`src/rtl/pipe_stage_reg.sv`:
```
// pipe_stage_reg: valid/ready pipeline register with stall, flush and a saturating held-cycle counter.
// Define PIPE_STAGE_REG_SKID_EN for a two-entry skid buffer with a registered ready_o.
module pipe_stage_reg #(
  parameter int DATA_W = 32,
  parameter int ADDR_W = 5,
  parameter int CTRL_W = 2
) (
  input  logic              clk_i,
  input  logic              rst_i,
  input  logic              valid_i,
  output logic              ready_o,
  input  logic [DATA_W-1:0] data0_i,
  input  logic [DATA_W-1:0] data1_i,
  input  logic [ADDR_W-1:0] rd_addr_i,
  input  logic [CTRL_W-1:0] ctrl_i,
  input  logic              stall_i,
  input  logic              flush_i,
  output logic              valid_o,
  input  logic              ready_i,
  output logic [DATA_W-1:0] data0_o,
  output logic [DATA_W-1:0] data1_o,
  output logic [ADDR_W-1:0] rd_addr_o,
  output logic [CTRL_W-1:0] ctrl_o,
  output logic [15:0]       stall_cnt_o
);
  localparam int ENT_W = 2*DATA_W + ADDR_W + CTRL_W;
  logic [ENT_W-1:0] in_ent, out_q;
  logic [15:0] cnt_q, cnt_d;
  logic vld, acc, tk;
  assign in_ent = {data0_i, data1_i, rd_addr_i, ctrl_i};
  assign acc = vld && ready_i && !stall_i;
  assign tk = valid_i && ready_o;
  assign valid_o = vld;
  assign {data0_o, data1_o, rd_addr_o} = out_q[ENT_W-1:CTRL_W];
  // bubbles must never present a stale RegWrite downstream
  assign ctrl_o = vld ? out_q[CTRL_W-1:0] : '0;
  assign stall_cnt_o = cnt_q;
`ifdef PIPE_STAGE_REG_SKID_EN
  typedef enum logic [1:0] {EMPTY, ONE, TWO} state_t;
  state_t state_q;
  logic [ENT_W-1:0] skid_q;
  logic ready_q;
  assign vld = state_q != EMPTY;
  assign ready_o = ready_q;
  always_ff @(posedge clk_i or posedge rst_i)
    if (rst_i) begin
      state_q <= EMPTY;
      ready_q <= 1'b1;
      out_q <= '0;
      skid_q <= '0;
    end else if (flush_i) begin
      state_q <= EMPTY;
      ready_q <= 1'b1;
    end else
      case (state_q)
        EMPTY: if (tk) begin
          state_q <= ONE;
          out_q <= in_ent;
        end
        ONE: if (tk && !acc) begin
          state_q <= TWO;
          skid_q <= in_ent;
          ready_q <= 1'b0;
        end else if (acc && !tk) state_q <= EMPTY;
        else if (tk) out_q <= in_ent;
        TWO: if (acc) begin
          state_q <= ONE;
          out_q <= skid_q;
          ready_q <= 1'b1;
        end
        default: begin
          state_q <= EMPTY;
          ready_q <= 1'b1;
        end
      endcase
`else
  logic valid_q;
  assign vld = valid_q;
  assign ready_o = !valid_q || acc;
  always_ff @(posedge clk_i or posedge rst_i)
    if (rst_i) begin
      valid_q <= 1'b0;
      out_q <= '0;
    end else if (flush_i) valid_q <= 1'b0;
    else if (ready_o) begin
      valid_q <= tk;
      if (tk) out_q <= in_ent;
    end
`endif
  always_comb cnt_d = (vld && !acc && cnt_q != 16'hFFFF) ? cnt_q + 16'd1 : cnt_q;
  always_ff @(posedge clk_i or posedge rst_i)
    if (rst_i) cnt_q <= '0;
    else cnt_q <= cnt_d;
endmodule

```
`config.mk`:
```
export PLATFORM = sky130hd
export DESIGN_NAME = pipe_stage_reg
export DESIGN_NICKNAME = d
export VERILOG_FILES = /design/src/rtl/pipe_stage_reg.sv
export SDC_FILE = /design/constraint.sdc
export NUM_CORES = 1
export LEC_CHECK = 0
export CAP_MARGIN = 20
export CORE_AREA = 2 2 104 106
export CTS_BUF_LIST = sky130_fd_sc_hd__clkbuf_8
export DETAILED_ROUTE_END_ITERATION = 8
export DIE_AREA = 0 0 106 108
export HOLD_SLACK_MARGIN = 0.03
export PLACE_DENSITY = 0.77
export SETUP_SLACK_MARGIN = 0.1
export SLEW_MARGIN = 15
export SYNTH_ARGS = -nofsm -noshare
export SYNTH_HDL_FRONTEND = slang
export SYNTH_SLANG_ARGS = --single-unit
```
`constraint.sdc`:
```
create_clock -name clk_i -period 2.5 [get_ports clk_i]
set_input_delay 0.25 -clock clk_i [delete_from_list [all_inputs] [get_ports clk_i]]
set_output_delay 0.25 -clock clk_i [all_outputs]
set_load 0.01 [all_outputs]
```
==> parameters.txt <==
Parameter                              Value

STA
  Maximum frequency from static timing analysis ... just over 500 MHz
  Final WS setup ... a little over 0.5 ns
  Setup TNS ... 0 ns
  Worst slew margin relative to its limit ... 0.567
  Post-Route Skew ... about 0.015 ns
  Unrepaired setup endpoints after global routing ... false
  Tmin final ... between 1.5 and 2 ns
  Endpoints failing setup ... 0
  Number of hold violations in the final report ... 0
  Least-Margin Pin Slew ... approximately 0.65 ns
  Crit share post-route ... 0.794
  Final Max Tran Viols ... 0

Yosys
  Flip-flop and latch count after synthesis ... 88
  Number of distinct library cell variants in the gate-level netlist after synthesis ... 26
  Post-Synthesis Mean Instance Area ... 13.5 sq um
  Count of yosys warnings during synthesis ... 0
  Synth Instances ... 300
  Post-synthesis sequential area ratio ... 0.543
  Synthesized Nets ... between 300 and 400
  Cell area after synthesis ... just over 4000 sq um

Finish
  Total inserted antenna cells ... 0
  Final Util ... 0.540
  Non-filler cells, final ... about 540
  Layout cells sized above 1 ... 0.245
  Fillers ... about 880
  Area added between synthesis and finish ... 36.3%
  Number of nets at the end of the flow ... 481

Floorplanning
  Std-Cell Rows ... 37
  Initial standard-cell utilization of the core ... 0.396
  Area of the die ... 11400 sq um
  Chip Width ... around 110 um
  Area of the core region ... just over 10000 sq um
  Vertical extent of the die ... roughly 110 um
  Boundary Pins ... 166

Clocking
  Clock tree from TritonCTS ... done
  Post-CTS repair timing setup buffer count ... 0
  Root buffer cell ... sky130_fd_sc_hd__clkbuf_8
  Count of clock tree sinks ... a little under 90
  Longest Clk Path Bufs ... 2
  Clock-pin slew of the registers on the worst-case setup and hold paths ... roughly 0.080 ns
  Total clock buffers created by CTS ... 9
  CTS Hold Buffers Added ... 0
  Depth of the CTS H-tree ... 3
  Worst-skew pair later-pin latency ... 0.35 ns
  Count of instances resized after the clock tree is built ... 0

Critical path
  Worst path arrival time ... 1.74 ns
  Most repeated library cell on the critical path ... sky130_fd_sc_hd__clkdlybuf4s50_1
  CP cell instances ... clkdlybuf4s50_1, or2b_2, nand2_1, clkdlybuf4s50_1
  Biggest cell delay along the critical path ... ~0.57 ns
  Buffers plus inverters on the worst setup path ... 2
  Reg2Reg Capture Point ... stall_cnt_o[1]
  Worst endpoint required time ... approximately 2.3 ns
  Crit path max-delay family ... buffers and inverters
  Crit path max-delay cell type ... sky130_fd_sc_hd__clkdlybuf4s50_1
  Path depth of the worst reg2reg path ... 4
  Crit-path max FO ... 4
  Internal reg-to-reg setup slack ... about 0.64 ns
  Worst setup SP type ... input pin
  RR Startpoint ... stall_cnt_o[8]
  Type of the setup path with the least slack ... in2out
  Type of element capturing the critical path ... primary output

Placement
  Number of input and output port buffers inserted ... about 170
  Pre-CTS setup slack ... 0.273 ns
  DP Cell Count ... about 530
  Post-DP HPWL ... 6100 um
  Routability cong. ... approximately 0.79

Route
  Total detailed-routing wirelength ... 8190 um
  Violation count after the first detailed-route iteration ... between 40 and 50
  Total number of vias ... 2499
  Per-cell routed wire length ... roughly 15 um
  Vias per inst ... about 4.6
  Number of nets still failing antenna checks after routing ... 0
  DRC Markers ... 0
  Count of TritonRoute iterations in the first routing pass ... 4

Global route
  Vias in the first global route ... roughly 2.6k
  Initial antenna violation count ... 0
  Maximum number of pins on one net before global-route repair ... 57
  First-pass GRT wire length ... 13000 um
  GR met3 Demand/Resource ... 0.0452
  Global router's overall resource usage ... 0.145
  Total global routing overflow ... 0
  Layer carrying the most global-route usage ... met2
  Met2 global-route usage ... 0.238
  GR met1 Demand/Resource ... 0.180

Power
  Combinational Power Share ... 0.284
  Switching portion of total power ... 0.265
  Clock network fraction of design power ... 0.253
  Leakage power figure ... between 0.002 and 0.0025 uW
  Switching power summed over all nets ... between 1000 and 1500 uW
  Worst vdd ir ... between 300 and 400 uV
  Overall power ... about 4000 uW
  Power per standard cell area ... a little over 700 nW/um^2
  Part of the total power dissipated in sequential elements ... 0.463
  Cell internal pwr ... 2940 uW

Worst hold path
  Hold crit path type ... in2async

Run
  Number of max-capacitance violations reported ... 0

Outcome
  Result of the run ... completed
[cell families (layout without fill, tap and decap cells)]
family,after synthesis,after routing,share of synthesized area
buffers and inverters,78,186,0.150
multiplexers,73,73,0.204
XOR/XNOR,14,14,0.0302
flip-flops,88,88,0.543
adder cells (fa/ha/maj),1,1,0.00309
AND/OR/NAND/NOR,45,45,0.0685
AO/OA/AOI/OAI,1,1,0.00123
[state kept, by name, indices dropped and copies added, names as in the netlist]
signal	cells
out_q	71
stall_cnt_o	16
valid_o	1
[metrics by stage]
step                hold slack (ns)  cell area, sq um
floorplan                     0.316              4060
CTS                           0.389              5530
global placement              0.485              5320
finish                        0.380              5530
global route                  0.421              5530
detailed placement            0.494              5320
[synthesized netlist by cell type]
master | n | share of area
sky130_fd_sc_hd__or3_4 | 1 | 0.0028
sky130_fd_sc_hd__nor2_1 | 6 | 0.0056
sky130_fd_sc_hd__buf_4 | 70 | 0.13
sky130_fd_sc_hd__dfrtp_1 | 88 | 0.54
sky130_fd_sc_hd__and2_1 | 2 | 0.0031
sky130_fd_sc_hd__and3_2 | 1 | 0.0019
sky130_fd_sc_hd__nand4_1 | 4 | 0.0062
sky130_fd_sc_hd__nand4_4 | 1 | 0.0052
sky130_fd_sc_hd__mux2_4 | 1 | 0.0037
sky130_fd_sc_hd__nor4_4 | 1 | 0.0052
sky130_fd_sc_hd__nor2_2 | 1 | 0.0015
sky130_fd_sc_hd__ha_1 | 1 | 0.0031
sky130_fd_sc_hd__or2b_2 | 1 | 0.0022
sky130_fd_sc_hd__a21oi_1 | 1 | 0.0012
sky130_fd_sc_hd__inv_1 | 1 | 0.00093
sky130_fd_sc_hd__nor4_1 | 3 | 0.0046
sky130_fd_sc_hd__nand3_1 | 3 | 0.0037
sky130_fd_sc_hd__nand2_1 | 9 | 0.0083
sky130_fd_sc_hd__and3_1 | 1 | 0.0015
sky130_fd_sc_hd__nor4b_1 | 1 | 0.0022
sky130_fd_sc_hd__xor2_1 | 14 | 0.030
sky130_fd_sc_hd__and3b_1 | 1 | 0.0022
sky130_fd_sc_hd__mux2_2 | 72 | 0.20
sky130_fd_sc_hd__nor3b_1 | 2 | 0.0037
sky130_fd_sc_hd__nor3_1 | 7 | 0.0086
sky130_fd_sc_hd__buf_6 | 7 | 0.019
[cell usage in the layout (no fill, tap or decap), types with 4 or more instances in the layout]
master,n
sky130_fd_sc_hd__clkbuf_8,11
sky130_fd_sc_hd__clkdlybuf4s50_1,165
sky130_fd_sc_hd__dfrtp_1,88
sky130_fd_sc_hd__mux2_2,72
sky130_fd_sc_hd__nand2_1,9
sky130_fd_sc_hd__nand4_1,4
sky130_fd_sc_hd__nor2_1,6
sky130_fd_sc_hd__nor3_1,7
sky130_fd_sc_hd__xor2_1,14
[metal layers]
layer | part of all wire | vias up | wire [um]
met5 | 0 | - | 0
met4 | 0.015 | 0 | 119
met3 | 0.068 | 10 | 554
met2 | 0.49 | 100 | 4030
met1 | 0.43 | 1229 | 3490
li1 | - | 1160 | -
[worst max-delay path by stage]
stage                   startpoint  depth (start not counted)  slack, ns        endpoint
finish                     ready_i                          4       0.51         ready_o
floorplan           stall_cnt_o[8]                          4       0.83  stall_cnt_o[1]
global placement           ready_i                          6       0.31       out_q[47]
global route               ready_i                          4       0.47         ready_o
CTS                        ready_i                          4       0.51         ready_o
detailed placement         ready_i                          6       0.27       out_q[47]
[worst min-delay path: cells and delay by family]
family                 cells  cell delay, ns
buffers and inverters      3            0.90
[cell type report]
cell class	instances	area, sq um	share of cell area
clock buffers	11	151	0.0274
inverters	1	7.51	0.00136
repair buffers	169	1690	0.307
well taps	136	170	0.0308
multi-input cells	134	1240	0.225
flip-flops and latches	88	2200	0.398
clock inverters	5	56.3	0.0102
[power groups by stage]
stage	Sequential [uW]	Combinational [uW]	Clock, uW
floorplan	1850	742	0
detailed placement	1880	1150	0
CTS	1860	1150	1050
global placement	1870	1130	0
finish	1850	1130	1010
global route	1890	1210	1120
Note: power is estimated with default switching activity, not from simulation.
